$ cat config.mk
export PLATFORM = sky130hd
export DESIGN_NAME = neuron_accumulator
export DESIGN_NICKNAME = d
export VERILOG_FILES = /design/src/rtl/neuron_accumulator.sv
export SDC_FILE = /design/constraint.sdc
export NUM_CORES = 1
export LEC_CHECK = 0
export CAP_MARGIN = 20
export CORE_AREA = 5 5 113 62
export CTS_CLUSTER_SIZE = 14
export DETAILED_ROUTE_END_ITERATION = 10
export DIE_AREA = 0 0 118 67
export GPL_TIMING_DRIVEN = 0
export PLACE_DENSITY = 0.85
export SYNTH_ARGS = -nofsm -noshare
export SYNTH_HDL_FRONTEND = slang
export SYNTH_SLANG_ARGS = --single-unit
$ cat constraint.sdc
create_clock -name clk -period 9.6 [get_ports clk]
set_clock_uncertainty 0.05 [all_clocks]
set_input_delay 0.96 -clock clk [delete_from_list [all_inputs] [get_ports clk]]
set_output_delay 0.96 -clock clk [all_outputs]
set_load 0.02 [all_outputs]
$ cat src/rtl/neuron_accumulator.sv
// neuron_accumulator: sums N_TERMS partial sums from the pairwise adder stage,
// scales the total by a logical right shift, saturates it to OUT_W bits and
// hands the result to the activation stage over a valid/ready handshake.
module neuron_accumulator #(
    parameter int IN_W    = 17,
    parameter int N_TERMS = 4,
    parameter int ACC_W   = 24,
    parameter int SHIFT   = 0,
    parameter int OUT_W   = 16
) (
    input  logic             clk,
    input  logic             reset,
    input  logic             start,
    input  logic             abort,
    input  logic [IN_W-1:0]  in_data,
    input  logic             in_valid,
    output logic             in_ready,
    output logic [OUT_W-1:0] out_data,
    output logic             out_sat,
    output logic             out_valid,
    input  logic             out_ready,
    output logic             busy
);

    localparam logic [1:0] S_IDLE  = 2'd0;
    localparam logic [1:0] S_ACCUM = 2'd1;
    localparam logic [1:0] S_DONE  = 2'd2;

    localparam int SUM_W = ACC_W + 1;
    localparam int CNT_W = 8;
    localparam logic [CNT_W-1:0] LAST_BEAT = CNT_W'(N_TERMS - 1);

    logic [1:0]       state;
    logic [ACC_W-1:0] acc;
    logic [CNT_W-1:0] count;
    logic             acc_sat;

    logic [SUM_W-1:0] sum_w;
    logic [ACC_W-1:0] acc_next;
    logic             acc_sat_next;
    logic [ACC_W-1:0] shifted;
    logic             clip;
    logic [OUT_W-1:0] out_next;

    // Next accumulator value with sticky overflow, plus the scaled/clipped result
    always_comb begin
        sum_w        = SUM_W'(acc) + SUM_W'(in_data);
        acc_next     = sum_w[ACC_W-1:0];
        acc_sat_next = acc_sat;
        if (sum_w[ACC_W]) begin
            acc_next     = '1;
            acc_sat_next = 1'b1;
        end
        shifted  = acc_next >> SHIFT;
        clip     = (shifted >> OUT_W) != '0;
        out_next = clip ? '1 : shifted[OUT_W-1:0];
    end

    // Control FSM, accumulator and registered result; abort overrides all events
    always_ff @(posedge clk or posedge reset) begin
        if (reset) begin
            state     <= S_IDLE;
            acc       <= '0;
            count     <= '0;
            acc_sat   <= 1'b0;
            out_data  <= '0;
            out_sat   <= 1'b0;
            out_valid <= 1'b0;
        end else if (abort) begin
            state     <= S_IDLE;
            acc       <= '0;
            count     <= '0;
            acc_sat   <= 1'b0;
            out_valid <= 1'b0;
        end else begin
            case (state)
                S_IDLE: begin
                    if (start) begin
                        acc     <= '0;
                        count   <= '0;
                        acc_sat <= 1'b0;
                        state   <= S_ACCUM;
                    end
                end
                S_ACCUM: begin
                    if (in_valid) begin
                        acc     <= acc_next;
                        acc_sat <= acc_sat_next;
                        count   <= count + 1'b1;
                        if (count == LAST_BEAT) begin
                            out_data  <= out_next;
                            out_sat   <= acc_sat_next | clip;
                            out_valid <= 1'b1;
                            state     <= S_DONE;
                        end
                    end
                end
                S_DONE: begin
                    if (out_ready) begin
                        out_valid <= 1'b0;
                        state     <= S_IDLE;
                    end
                end
                default: state <= S_IDLE;
            endcase
        end
    end

    // Handshake and status flags decoded from state
    always_comb begin
        in_ready = (state == S_ACCUM);
        busy     = (state != S_IDLE);
    end

endmodule

==> impl_results.md, run 1 <==
- Status: completed
- DRC violations left: 0
- Top-area cell type share of the netlist area: 0.387
- Part of the power in registers: 0.440
- Ant diodes: 0
- CTS resizes: 0
- Minimum clock period: 4390 ps
- Post-Syn Area: 3430 um2
- Hold buffer count at CTS: 0
- Pre-CTS WS: 4930 ps
- Buf+Inv Stages, Crit Path: 2
- Critical Path Stages: 12
- Power share of the clock group: 0.401
- CP delay by family, top: compound AO/OA/AOI/OAI gates
- Layout fillers: 476
- Switching part of the total: 0.255
- Yosys warning count: 0
- Internal cell power: 390 uW
- Max-slew headroom: 0.564
- Count of different cell masters after synthesis: 51
- Clock-pin transition on the worst setup and hold timing paths: 70 ps
- Post-synthesis net count: 445
- Share of cells above drive strength 1: 0.0881
- Hold Vio Cnt, Final: 0
- Worst Hold Class: reg -> reg
- DP HPWL: 7.03 mm
- Via density: 6.22
- Slew of the pin with the lowest slew margin: 654 ps
- Critical Path Start: in_data[0]
- Critical path's slowest cell: a2111oi_4
- Area contributors post-synth: dfrtp_1 39%, ha_1 6.6%, o21ai_0 5.8%
- Largest net degree at the start of global routing: 32
- DRT antenna net count: 0
- Period utilisation layout: 0.457
- Synthesized netlist cell count: 403
- Cell taking the most area after synthesis: dfrtp_1
- Area grow syn2layout: 20.7%
- R2R cell count: 11
- CP Class: in -> reg
- Synth cell count leaders: 53 x dfrtp_1, 52 x nor2_1, 50 x nand2_1, 40 x o21ai_0, 34 x a21oi_1
- Fmax: 0.228 GHz
- Pleak: 1.81 nW
- CTS root buffer: clkbuf_16
- Vias in the first global route: 3,138
- Worst EP arrival: 4520 ps
- Synthesis-stage register bit count: 53
- Routed WL: 9.34 mm
- PD cells: 127 nW/um2
- Crit end category: register
- Die height: 67 um
- Final net count: 495
- Critical path's largest stage delay: 670 ps
- Cell mode on critical path: a21oi_2
- DRT iter0 DRCs: 343
- H-tree levels: 2
- Gpl congestion: 0.942
- # clock sinks: 53
- First-pass GRT wire length: 15.6 mm
- Async SR Flop Fraction: 1.00
- Worst EP required: 9740 ps
- CTS tree: yes
- Core area: 5860 um2
- Post-synth EDFFs: 0
- Num rows: 20
- Reg-to-Reg End: out_data[0]
- Post-route setup slack: 5210 ps
- Total gr overflow: 0
- Die width: 118 um
- Setup Viol. Count Final: 0
- Peak supply drop: 0.000101 V
- Total Routing Usage GR: 0.249
- Logic pwr share: 0.159
- Longest Clk Path Bufs: 2
- Initial Util: 0.585
- Port Buffers: 42
- Top-count cell post-synth: dfrtp_1
- Max-cap violations: 0
- Type of origin of the critical path: input pin
- Total number of vias: 3,302
- Worst-path fanout max: 10
- Crit-path cells: clkdlybuf4s50_1 > ha_1 > fa_1 > a21oi_1 > o211a_1 > o21ai_1 > a41oi_1 > a21oi_2 > or2_2 > a2111oi_4 > buf_6 > a21oi_2
- RR Startpoint: acc[0]
- Full die area: 7910 um2
- Setup bufs post-CTS: 0
- Sequential share of the synthesized area: 0.387
- RSZ-0062 raised after global routing: no
- R2R setup slack: 5900 ps
- Setup crit end: out_data[0]
- Total CTS buffers: 5
- Wire per inst: 17.6 um
- P_sw: 134 uW
- Ys flop type: dfrtp_1
- Initial antenna violation count: 0
- Setup TNS: 0 ps
- Synth Area per Inst: 8.50 um2
- Top Ports: 43
- Pre-Repair DR Iteration Count: 5
- Max-slew violation count: 0
- Clk_lat worst skew: 300 ps
==> worst min path at each step <==
| stage | startpoint | endpoint | cells after the start |
|---|---|---|---|
| finish | acc[7] | acc[7] | 2 |
| global route | acc[10] | acc[10] | 2 |
| CTS | acc[16] | acc[16] | 2 |
| detailed placement | acc[16] | acc[16] | 2 |
| global placement | acc[16] | acc[16] | 2 |
| floorplan | acc[16] | acc[16] | 2 |
==> metal layers <==
| layer | vias to the layer above | GRT usage | part of all wire |
|---|---|---|---|
| met2 | 175 | 0.373 | 0.43 |
| met5 | - | 0 | 0 |
| met1 | 1573 | 0.359 | 0.46 |
| li1 | 1536 | - | - |
| met4 | 0 | 0.0701 | 0.018 |
| met3 | 18 | 0.0594 | 0.095 |
==> per-stage QoR <==
stage	util	instance area [um2]	cells	hold WS, ps	power (mW)
global placement	0.673	3940	522	408	0.312
global route	0.706	4140	531	474	0.548
floorplan	-	3430	403	393	0.287
finish	0.706	4140	531	438	0.524
CTS	0.706	4140	531	438	0.528
detailed placement	0.677	3960	523	422	0.316
==> flip-flops by register name, indices dropped and copies added (netlist names) <==
register,flops
acc,24
out_data,16
count,8
state,2
acc_sat,1
out_sat,1
out_valid,1
==> cell families (layout without fill, tap and decap cells) <==
logic type / count (synthesis) / in the layout / share of synthesized area
AOI/OAI and AO/OA: 132 / 132 / 0.247
xor gates and xnor gates: 16 / 16 / 0.0409
adders and majority gates: 19 / 19 / 0.0716
buffers and inverters: 30 / 81 / 0.0394
DFF: 53 / 53 / 0.387
muxes: 3 / 3 / 0.00913
and+or+nand+nor: 150 / 150 / 0.205
==> power by group through the flow <==
stage               registers (mW)  clock network, mW  logic [mW]
detailed placement           0.235                  0      0.0812
CTS                          0.230              0.215      0.0826
floorplan                    0.235                  0      0.0526
global route                 0.231              0.225      0.0924
finish                       0.230              0.210      0.0834
global placement             0.234                  0      0.0774
==> layout make-up <==
| type | count | area (um2) | share of cell area |
|---|---|---|---|
| buffer | 22 | 105 | 0.0254 |
| clock buffer | 7 | 143 | 0.0345 |
| clock inverter | 1 | 30.0 | 0.00726 |
| inverter | 8 | 30.0 | 0.00726 |
| multi-input combinational | 320 | 1960 | 0.475 |
| sequential | 53 | 1330 | 0.321 |
| tap | 77 | 96.3 | 0.0233 |
| timing repair buffer | 43 | 440 | 0.107 |
==> cells in the final DEF, fill, tap and decap left out, types with 4 or more instances in the layout <==
cell	instances
a21o_1	5
a21oi_1	34
a21oi_2	12
a31oi_1	4
and3_1	7
buf_2	6
clkbuf_1	15
clkbuf_16	5
clkdlybuf4s50_1	42
dfrtp_1	53
ha_1	18
inv_1	7
nand2_1	50
nand3_1	12
nand4_1	8
nor2_1	52
nor3_1	5
o211ai_1	4
o21ai_0	40
o21ai_1	9
or2_2	4
xnor2_1	9
xor2_1	7
==> worst reg2reg max path: stages (launching register included) <==
cell and delay (ps):
dfrtp_1 390, ha_1 220, fa_1 430, a21oi_1 250, o211a_1 250, o21ai_1 110, a41oi_1 390, a21oi_2 150
or2_2 320, a2111oi_4 670, buf_6 270, a21oi_2 80
(Power assumes the default switching activity.)
==> run 2: changes to the inputs <==
--- a/config.mk
+++ b/config.mk
@@ -6,12 +6,12 @@
 export NUM_CORES = 1
 export LEC_CHECK = 0
 export CAP_MARGIN = 20
-export CORE_AREA = 5 5 113 62
+export CORE_AREA = 5 5 122 66
 export CTS_CLUSTER_SIZE = 14
 export DETAILED_ROUTE_END_ITERATION = 10
-export DIE_AREA = 0 0 118 67
+export DIE_AREA = 0 0 127 71
 export GPL_TIMING_DRIVEN = 0
-export PLACE_DENSITY = 0.85
+export PLACE_DENSITY = 0.78
 export SYNTH_ARGS = -nofsm -noshare
 export SYNTH_HDL_FRONTEND = slang
 export SYNTH_SLANG_ARGS = --single-unit
==> constraint.sdc (replaced) <==
create_clock -name clk -period 3.55 [get_ports clk]
set_clock_uncertainty 0.05 [all_clocks]
set_input_delay 0.355 -clock clk [delete_from_list [all_inputs] [get_ports clk]]
set_output_delay 0.355 -clock clk [all_outputs]
set_load 0.02 [all_outputs]
==> run 2 against run 1 <==
  * Cell count up 4.0%
  * Register-to-register slack worse by 5600 ps
  * Routed wire length fell by 2.1%
  * Utilization is 11 points lower
  * Final area is 0.64% higher
  * Clock power increased by 140%
  * Non-clock buffer count increased by 2
==> impl_results.md, run 2 (synthesized netlist as in run 1, its figures left out) <==
- # clock sinks: 53 (unchanged)
- Period utilisation layout: 0.949
- Max-cap violations: 0 (unchanged)
- DRC violations left: 0 (unchanged)
- Type of origin of the critical path: input pin
- Total number of vias: 3,193 (-3.3%)
- DP HPWL: 7.11 mm (+1.3%)
- Port Buffers: 42 (unchanged)
- R2R cell count: 11 (unchanged)
- Critical Path Stages: 12 (unchanged)
- R2R setup slack: 280 ps (-5620 ps)
- Gpl congestion: 0.948 (+0.69%)
- DRT antenna net count: 0 (unchanged)
- Initial antenna violation count: 0 (unchanged)
- Met2 GRT Util: 0.293 (-0.0792)
- Layout fillers: 631 (+33%)
- DRT iter0 DRCs: 231 (-33%)
- Final net count: 497 (+0.40%)
- Crit-path cells: clkdlybuf4s50_1 > ha_1 > fa_1 > a21oi_1 > o211a_1 > o21ai_1 > a41oi_2 > a21oi_2 > or2_2 > a2111oi_4 > buf_4 > a31oi_1
- Wire per inst: 16.6 um (-5.8%)
- Fmax: 0.297 GHz
- Share of cells above drive strength 1: 0.0965 (+0.00839)
- Hold buffer count at CTS: 0 (unchanged)
- PD cells: 324 nW/um2 (+160%)
- Layer with the highest usage: met1
- Setup TNS: 0 ps (unchanged)
- Top Ports: 43 (unchanged)
- Cell Area, Placed: 3990 um2 (+0.60%)
- RR Startpoint: acc[0]
- Buf+Inv Stages, Crit Path: 2 (unchanged)
- Commonest non-fill, non-tap cell in the layout: dfrtp_1
- Pleak: 1.81 nW (+0.22%)
- Worst EP required: 3660 ps (-6080 ps)
- Total CTS buffers: 5 (unchanged)
- Worst EP arrival: 3480 ps (-1040 ps)
- CP Class: in -> reg
- H-tree levels: 2 (unchanged)
- Hold Vio Cnt, Final: 0 (unchanged)
- Total gr overflow: 0 (unchanged)
- Max-slew violation count: 0 (unchanged)
- Status: completed
- Largest register by flop count: acc
- Critical Path Start: in_data[0]
- Met1 Use GR: 0.312 (-0.0465)
- Final non-filler cell area: 4160 um2 (+0.64%)
- Worst-path fanout max: 6 (-4)
- RSZ-0062 raised after global routing: no
- Crit end category: register
- Total Routing Usage GR: 0.208 (-0.0409)
- Largest register FFs: 24 (unchanged)
- Slew of the pin with the lowest slew margin: 614 ps (-40.4 ps)
- Clock-pin transition on the worst setup and hold timing paths: 70 ps (about the same)
- Max-slew headroom: 0.591 (+0.0269)
- Peak supply drop: 0.000162 V (+60%)
- Pre-Repair DR Iteration Count: 5 (unchanged)
- Setup crit end: out_data[12]
- Largest net degree at the start of global routing: 30 (-6.3%)
- Area grow syn2layout: 21.5%
- Most frequent cells in the layout: 53 x dfrtp_1, 52 x nor2_1, 50 x nand2_1
- Core area: 6990 um2 (+19%)
- Clk_lat worst skew: 300 ps (about the same)
- Largest regs: acc x24, out_data x16, count x8
- Worst Hold Class: in -> async
- Via density: 5.78 (-7.0%)
- CTS root buffer: clkbuf_16
- CP delay by family, top: compound AO/OA/AOI/OAI gates
- Critical path's slowest cell: fa_1
- Ant diodes: 0 (unchanged)
- CTS tree: yes
- Minimum clock period: 3370 ps
- First-pass GRT wire length: 15.0 mm (-3.3%)
- Die width: 127 um (+7.6%)
- Routed WL: 9.14 mm (-2.1%)
- Vias in the first global route: 3,046 (-2.9%)
- Setup Viol. Count Final: 0 (unchanged)
- Longest Clk Path Bufs: 2 (unchanged)
- GR Layer Usage met3: 0.0573 (-0.00206)
- Num rows: 22 (+10%)
- Critical path's largest stage delay: 440 ps (-230 ps)
- Reg-to-Reg End: out_data[12]
- Die height: 71 um (+6.0%)
- Initial Util: 0.490 (-0.0951)
- Full die area: 9020 um2 (+14%)
[run 2: cell types whose count changed in the layout (fill, tap and decap cells not counted)]
cell / change
buf_4: +2
clkinv_2: +1
a41oi_1: -1
clkbuf_1: -1
a41oi_2: +1
bufinv_16: -1
clkinv_4: +1
[run 2: per-stage QoR]
step | util | power, mW | hold WS [ps] | setup slack [ps] | std cells
floorplan | - | 0.777 | 368 | 390 | 403
finish | 0.595 | 1.35 | 376 | 180 | 552
global route | 0.595 | 1.41 | 439 | 35.7 | 552
detailed placement | 0.570 | 0.853 | 427 | -484 | 542
CTS | 0.594 | 1.35 | 394 | 96.7 | 552
global placement | 0.567 | 0.844 | 407 | -440 | 541
[run 2: power by group]
| group | total (mW) | leakage, nW | switching, mW | internal [mW] |
|---|---|---|---|---|
| clock network | 0.502 | 0.0768 | 0.221 | 0.281 |
| registers | 0.623 | 0.735 | 0.00834 | 0.615 |
| logic | 0.222 | 0.999 | 0.134 | 0.0881 |
| total | 1.35 | 1.81 | 0.364 | 0.984 |
[run 2: worst reg2reg max path, cell delays in order, from the launching register on]
cell       delay, ps
dfrtp_1          390
ha_1             220
fa_1             440
a21oi_1          240
o211a_1          250
o21ai_1          130
a41oi_2          270
a21oi_2          130
or2_2            310
a2111oi_4        400
buf_4            230
a31oi_1          100
[run 2: timing repair]
action,in CTS,in global routing
resized for setup,0,1
setup endpoints to repair,17,11
setup buffers,2,0
pin swaps,1,0
[run 2: routing by layer]
metal,share of wire,up-vias
li1,-,1546
met1,0.51,1522
met2,0.41,112
met3,0.071,13
met4,0.011,0
met5,0,-
[run 2: cell type report]
type | instances | area (um2) | area share
clock inverter | 2 | 13.8 | 0.00331
sequential | 53 | 1330 | 0.319
tap | 96 | 120 | 0.0289
multi-input combinational | 320 | 1970 | 0.474
inverter | 8 | 30.0 | 0.00722
clock buffer | 6 | 139 | 0.0334
timing repair buffer | 45 | 455 | 0.109
buffer | 22 | 105 | 0.0253
[run 2: how the worst min path moves through the flow]
stage	to	slack (ps)	cells past startpoint
2_1_floorplan	out_valid	370	1
3_3_place_gp	acc[16]	410	2
3_5_place_dp	acc[8]	430	2
4_1_cts	count[7]	390	2
5_1_grt	acc[1]	440	2
6_report	count[7]	380	2
